`src/rtl/axis_insert_header_arbiter.sv`:
```
// axis_insert_header_arbiter
//   Round-robin front end that lets NUM_SRC requesters share a single
//   header-inserter. One requester is granted at a time. Its header is
//   forwarded first, then its whole packet. The grant stays locked until the
//   last data beat of that packet has been accepted downstream.
//
// Ports
//   clk, rst_n          clock, asynchronous active-low reset
//   s_*_insert          per-source header channel (valid/data/keep/cnt in, ready out)
//   s_*_in              per-source data channel (valid/data/keep/last in, ready out)
//   m_*_insert          header channel towards the inserter
//   m_*_in              data channel towards the inserter
//   grant_id            index of the current grant, or the most recent one
//   busy                high whenever a grant is active (state != IDLE)
//   pkt_done            one-cycle pulse after the last data beat is accepted
//
// state | meaning
// IDLE  | no grant; arbitrate among the header valids
// HDR   | granted source's header routed to the inserter
// PKT   | granted source's data beats routed until last is accepted
module axis_insert_header_arbiter #(
  parameter int DATA_WD      = 32,
  parameter int DATA_BYTE_WD = DATA_WD / 8,
  parameter int BYTE_CNT_WD  = $clog2(DATA_BYTE_WD),
  parameter int NUM_SRC      = 4,
  parameter int SRC_WD       = (NUM_SRC > 1) ? $clog2(NUM_SRC) : 1
) (
  input  logic                            clk,
  input  logic                            rst_n,

  input  logic [NUM_SRC-1:0]              s_valid_insert,
  input  logic [NUM_SRC*DATA_WD-1:0]      s_data_insert,
  input  logic [NUM_SRC*DATA_BYTE_WD-1:0] s_keep_insert,
  input  logic [NUM_SRC*BYTE_CNT_WD-1:0]  s_byte_insert_cnt,
  output logic [NUM_SRC-1:0]              s_ready_insert,

  input  logic [NUM_SRC-1:0]              s_valid_in,
  input  logic [NUM_SRC*DATA_WD-1:0]      s_data_in,
  input  logic [NUM_SRC*DATA_BYTE_WD-1:0] s_keep_in,
  input  logic [NUM_SRC-1:0]              s_last_in,
  output logic [NUM_SRC-1:0]              s_ready_in,

  output logic                            m_valid_insert,
  output logic [DATA_WD-1:0]              m_data_insert,
  output logic [DATA_BYTE_WD-1:0]         m_keep_insert,
  output logic [BYTE_CNT_WD-1:0]          m_byte_insert_cnt,
  input  logic                            m_ready_insert,

  output logic                            m_valid_in,
  output logic [DATA_WD-1:0]              m_data_in,
  output logic [DATA_BYTE_WD-1:0]         m_keep_in,
  output logic                            m_last_in,
  input  logic                            m_ready_in,

  output logic [SRC_WD-1:0]               grant_id,
  output logic                            busy,
  output logic                            pkt_done
);

  typedef enum logic [1:0] {IDLE, HDR, PKT} state_t;

  state_t            state;
  logic [SRC_WD-1:0] rr_ptr;
  logic [SRC_WD-1:0] winner;
  logic [SRC_WD-1:0] next_rr;
  logic [SRC_WD:0]   rot_idx;
  logic              found;
  logic              hdr_phase;
  logic              pkt_phase;
  logic              hdr_done;
  logic              last_done;

  // First requesting source at or after rr_ptr, wrapping modulo NUM_SRC.
  // The extra index bit keeps the wrap correct for non-power-of-two NUM_SRC.
  always_comb begin
    winner  = rr_ptr;
    found   = 1'b0;
    rot_idx = '0;
    for (int i = 0; i < NUM_SRC; i++) begin
      rot_idx = {1'b0, rr_ptr} + (SRC_WD+1)'(i);
      if (rot_idx >= (SRC_WD+1)'(NUM_SRC))
        rot_idx = rot_idx - (SRC_WD+1)'(NUM_SRC);
      if (!found && s_valid_insert[rot_idx[SRC_WD-1:0]]) begin
        winner = rot_idx[SRC_WD-1:0];
        found  = 1'b1;
      end
    end
  end

  assign next_rr = (grant_id == SRC_WD'(NUM_SRC-1)) ? '0 : grant_id + SRC_WD'(1);

  assign hdr_phase = (state == HDR);
  assign pkt_phase = (state == PKT);
  assign busy      = (state != IDLE);

  assign m_valid_insert    = hdr_phase & s_valid_insert[grant_id];
  assign m_data_insert     = s_data_insert[grant_id*DATA_WD +: DATA_WD];
  assign m_keep_insert     = s_keep_insert[grant_id*DATA_BYTE_WD +: DATA_BYTE_WD];
  assign m_byte_insert_cnt = s_byte_insert_cnt[grant_id*BYTE_CNT_WD +: BYTE_CNT_WD];

  assign m_valid_in = pkt_phase & s_valid_in[grant_id];
  assign m_data_in  = s_data_in[grant_id*DATA_WD +: DATA_WD];
  assign m_keep_in  = s_keep_in[grant_id*DATA_BYTE_WD +: DATA_BYTE_WD];
  assign m_last_in  = s_last_in[grant_id];

  // Readies come only from the downstream readies, steered by state and grant,
  // so no source valid ever loops back into a source ready.
  always_comb begin
    s_ready_insert = '0;
    s_ready_in     = '0;
    if (hdr_phase) s_ready_insert[grant_id] = m_ready_insert;
    if (pkt_phase) s_ready_in[grant_id]     = m_ready_in;
  end

  assign hdr_done  = m_valid_insert & m_ready_insert;
  assign last_done = m_valid_in & m_ready_in & m_last_in;

  always_ff @(posedge clk or negedge rst_n) begin
    if (!rst_n) begin
      state    <= IDLE;
      rr_ptr   <= '0;
      grant_id <= '0;
      pkt_done <= 1'b0;
    end else begin
      pkt_done <= 1'b0;
      case (state)
        IDLE: begin
          if (|s_valid_insert) begin
            grant_id <= winner;
            state    <= HDR;
          end
        end
        HDR: begin
          if (hdr_done) state <= PKT;
        end
        PKT: begin
          if (last_done) begin
            pkt_done <= 1'b1;
            rr_ptr   <= next_rr;
            state    <= IDLE;
          end
        end
        default: state <= IDLE;
      endcase
    end
  end

endmodule
```
`config.mk`:
```
export PLATFORM = sky130hd
export DESIGN_NAME = axis_insert_header_arbiter
export DESIGN_NICKNAME = d
export VERILOG_FILES = /design/src/rtl/axis_insert_header_arbiter.sv
export SDC_FILE = /design/constraint.sdc
export NUM_CORES = 1
export LEC_CHECK = 0
export BUFFER_PORTS_ARGS = -buffer_cell sky130_fd_sc_hd__buf_2
export CAP_MARGIN = 20
export CORE_AREA = 2 2 157 159
export CTS_BUF_LIST = sky130_fd_sc_hd__clkbuf_2 sky130_fd_sc_hd__clkbuf_4 sky130_fd_sc_hd__clkbuf_8
export DETAILED_ROUTE_END_ITERATION = 8
export DIE_AREA = 0 0 159 161
export PLACE_DENSITY = 0.45
export RECOVER_POWER = 25
export REMOVE_ABC_BUFFERS = 1
export SLEW_MARGIN = 20
export SYNTH_ARGS = -nofsm -noshare
export SYNTH_HDL_FRONTEND = slang
export SYNTH_SLANG_ARGS = --single-unit
```
`constraint.sdc`:
```
create_clock -name clk -period 4.3 [get_ports clk]
set_input_delay 0.86 -clock clk [delete_from_list [all_inputs] [get_ports clk]]
set_output_delay 0.86 -clock clk [all_outputs]
set_load 0.05 [all_outputs]
```
Yosys cells after proc, flatten, opt, wreduce, memory -nomap -nowiden:

Index checks and enable logic that the tools add are counted.

* add/sub/neg operators: 8
* order comparisons: 10
* eq/ne operators: 6
* shift operators: 5
* multiplexer cells: 36
* bitwise gates (word level): 7
* reductions and logical operators: 13

Operator list (count)
* 128-bit by 8-bit indexed part select with 32-bit output: 2
* 16-bit by 5-bit indexed part select with 4-bit output: 2
* 2-bit 2-to-1 mux: 12
* 2-bit by 3-bit less-than comparator with 1-bit output, second input constant: 5
* 1-bit binary-select mux with 2-bit select: 7
* 1-bit 2-to-1 mux: 13
* 3-bit greater-or-equal comparator, second input constant: 3
* 4-bit AND: 2
* 4-bit 2-to-1 mux: 2
* 8-bit by 4-bit indexed part select with 2-bit output: 1
* 2-bit by 1-bit subtractor with 2-bit output, second input constant: 4
* 2-bit by 2-bit adder with 3-bit output, second input constant: 2
* 2-bit case mux with 3 select lines: 1
* 1-bit AND: 5
* 2-bit == test, second input constant: 2
* 1-bit logical AND: 4
* 2-bit by 1-bit != test with 1-bit output, second input constant: 2
* 2-bit AND reduction: 2
* 4-bit OR reduction: 1
* 2-bit by 1-bit adder with 3-bit output, second input constant: 1
* 2-bit by 3-bit greater-or-equal comparator with 1-bit output, second input constant: 1
* 1-bit logical NOT: 3
* 3-bit AND reduction: 1
* 2-bit by 1-bit adder with 2-bit output, second input constant: 1
* other kinds (6): 6

* register bits after elaboration: 7
* bits of input ports: 312
* output and inout port bits: 89
* logic and storage cells: 89

Longest topological paths before layout:

* word-level depth: 14
* mapped depth: 6
* mapped depth without buffers: 3

Worst setup path before layout:

Ideal clock, no wire load.

* path kind: register -> output
* start point: register grant_id[0]
* end point: output m_valid_insert
* arrival: 2.311 ns
* data required time: 3.440 ns
* path slack: 1.129 ns
* stages on the path, launching flop included: 4
* path buffers: 1
* cells stage by stage: dfrtp_1 > buf_6 > mux4_2 > nor3b_1

* cells in the longest elaborated chain, start to end: 3

RTL lines
* start, declared: line 55 `output logic [SRC_WD-1:0] grant_id,`
* start signal, assigned: line 129 `grant_id <= winner;`
* 1-bit binary-select mux with 2-bit select: line 96 `assign m_valid_insert = hdr_phase & s_valid_insert[grant_id];`
* 1-bit 2-to-1 mux (implied by the code): line 96
* 1-bit AND: line 96
* end, declared: line 43 `output logic m_valid_insert,`

No other way between the ends. The select of a mux whose other input is x is not followed.

Worst setup path after layout:

* start point: register grant_id[1]
* end point: output m_data_insert[22]

* cells in the longest elaborated chain, start to end: 1

RTL lines
* 128-bit by 8-bit indexed part select with 32-bit output: line 97 `assign m_data_insert = s_data_insert[grant_id*DATA_WD +: DATA_WD];`
* end, declared: line 44 `output logic [DATA_WD-1:0] m_data_insert,`

No other way between the ends.

==> impl_metrics.tcl <==
set metrics [dict create \
    overflow 0 \
    slowest_delay_ns 1.46 \
    final_hold_viol_count 0 \
    hold_class "input pin to async pin" \
    cts-buffers-inserted 3 \
    cts_resized 0 \
    max_freq_mhz 276 \
    power_density_nw_per_um2 605 \
    die_y_um 161 \
    io_buffers 400 \
    drive_gt1_share_pct 88.4 \
    cp-end-kind "output pin" \
    grt_max_degree 46 \
    grt_pass1_wl_mm 22.2 \
    synth_top_area_share_pct 73.4 \
    worstPathRequired_ns 3.44 \
    yosys.area.top_type "mux4_2" \
    seq_area_sq_um 179 \
    final_cell_area_sq_um 4770 \
    area_growth_pct 102 \
    fin_hold_ws_ns 0.548 \
    p_switching_mw 1.84 \
    insertion_delay_ns 0.22 \
    fin_crit_sh_pct 84.1 \
    place_congestion 0.896 \
    dieArea_sq_um 25600 \
    ant_nets 0 \
    p_leak_nw 2.31 \
    netlist_top_cells_area "mux4_2, dfrtp_1, and2_1" \
    final-setup-viol-count 0 \
    tns_ns 0 \
    clock_path_buffers 2 \
    cp_slowest_cell "dfrtp_1" \
    maxCapViolCount 1 \
    clk_pin_slew_ns 0.04 \
    fin_crit_ns 3.62 \
    clockRootBuffer "clkbuf_8" \
    combPwrFrac_pct 88.1 \
    wl_per_cell_um 18.0 \
    synth_cell_types 31 \
    p_seq_share_pct 8.5 \
    start_util_pct 9.86 \
    grt_pass1_vias 3582 \
    syn_area_sq_um 2360 \
    crit_arrival_ns 2.76 \
    dp_hpwl_mm 14.1 \
    first_pass_iters 4 \
    start_kind "flop" \
    synth_warnings 0 \
    grt_usage_pct 11.3 \
    peakVddDrop_mv 0.272 \
    critPathBufInv 2 \
    mostFrequentLayoutCells "buf_2, mux4_2, clkbuf_1" \
    syn_inst 152 \
    cts_htree_levels 1 \
    slew_viol_final 38 \
    fin_cells 869 \
    placed_cells 864 \
    status "finished, violations left" \
    power_mw 2.89 \
    synthArstFlopShare_pct 100 \
    cts_sinks 7 \
    placed_area_sq_um 4740 \
    io_pins 401 \
    ys.flop_type "dfrtp_1" \
    critical-path-top-delay-family "flip-flops" \
    ys_ff_latch 7 \
    cts_setup_buffers 0 \
    cts_tree "built" \
    rows 57 \
    swShare_pct 63.6 \
    finClkSkew_ns 0.00167 \
    rrSetupSlack_ns 1.69 \
    num-nets-final 861 \
    cts.hold.buffers_added 0 \
    worstMarginPinSlew_ns 1.70 \
    path_cells "buf_12 > mux4_2 > clkbuf_1" \
    viasPerCell 3.95 \
    relSlewSlack_pct -13.1 \
    seq_area_frac_synth_pct 7.41 \
    antenna_found_initial 5 \
    drc 0 \
    fill_cells 2696 \
    vias 3436 \
    power_frac_clock_pct 3.4 \
    crit_type "flop to output pin" \
    core_area_sq_um 24000 \
    rsz0062_at_grt "false" \
    crit_fanout 45 \
    wl_mm 15.6 \
    intPower_mw 1.05 \
    drt_first_iter_violations 147 \
    final_common_cell "buf_2" \
    failed_checks "max-capacitance violations, max-slew violations" \
    multiInputGateArea_sq_um 2060 \
    synth_edf_count 0 \
    postSynthAreaPerCell_sq_um 15.5 \
    dieWidth_um 159 \
]
==> flip-flops by register name (all words and copies together), names as in the netlist <==
register  cells
grant_id      2
pkt_done      1
rr_ptr        2
state         2
==> per-stage QoR <==
stage | util [%] | setup WS, ns
floorplan | - | -1.76
global placement | 19.8 | 1.38
detailed placement | 19.8 | 1.37
CTS | 20.0 | 1.12
global route | 19.9 | 0.519
finish | 19.9 | 0.682
==> final timing paths <==
kind | from | endpoint | cells past startpoint
setup / recovery | grant_id[1]$_DFFE_PN0P_ | m_data_insert[22] | 3
hold / removal | rst_n | rr_ptr[0]$_DFFE_PN0P_ | 1
setup reg to reg | grant_id[1]$_DFFE_PN0P_ | rr_ptr[1]$_DFFE_PN0P_ | 3
hold reg to reg | rr_ptr[0]$_DFFE_PN0P_ | rr_ptr[0]$_DFFE_PN0P_ | 1
max in group asynchronous | rst_n | grant_id[0]$_DFFE_PN0P_ | 1
min in group clk | rr_ptr[0]$_DFFE_PN0P_ | rr_ptr[0]$_DFFE_PN0P_ | 1
==> power groups by stage <==
stage	clock network [mW]	registers, mW	logic, mW
floorplan	0	0.334	1.87
global route	0.106	0.266	2.65
global placement	0	0.258	2.55
CTS	0.102	0.258	2.56
detailed placement	0	0.258	2.56
finish	0.0976	0.245	2.54
==> layout make-up <==
class	count	share of cell area [%]
diodes	1	0.0524
repair buffers	406	43.2
multi-input cells	122	43.1
well taps	324	8.49
clock buffers	4	1.02
inverters	5	0.393
flip-flops and latches	7	3.75
==> cell families after synthesis <==
group | count (synthesis) | share of synthesized area, %
multiplexers | 79 | 74.3
AND/OR/NAND/NOR | 27 | 7.20
buffers and inverters | 23 | 5.29
AO/OA/AOI/OAI | 12 | 3.65
flip-flops | 7 | 7.41
adder cells (fa/ha/maj) | 4 | 2.12
==> cells in the mapped netlist, types with 2 or more instances <==
master,instances
ha_1,4
a21oi_1,3
or2_1,2
o21ai_0,2
mux4_2,77
nor3b_1,3
buf_2,10
nor2_1,2
inv_1,5
nand2b_1,4
clkbuf_1,3
buf_4,3
mux2_1,2
and2_1,8
dfrtp_1,7
buf_6,2
==> metal layers <==
metal	GRT usage [%]	wire (um)
met2	18.9	7480
met3	3.49	1460
met5	0	42
met1	14.3	6270
met4	2.81	367
(Power assumes the default switching activity.)
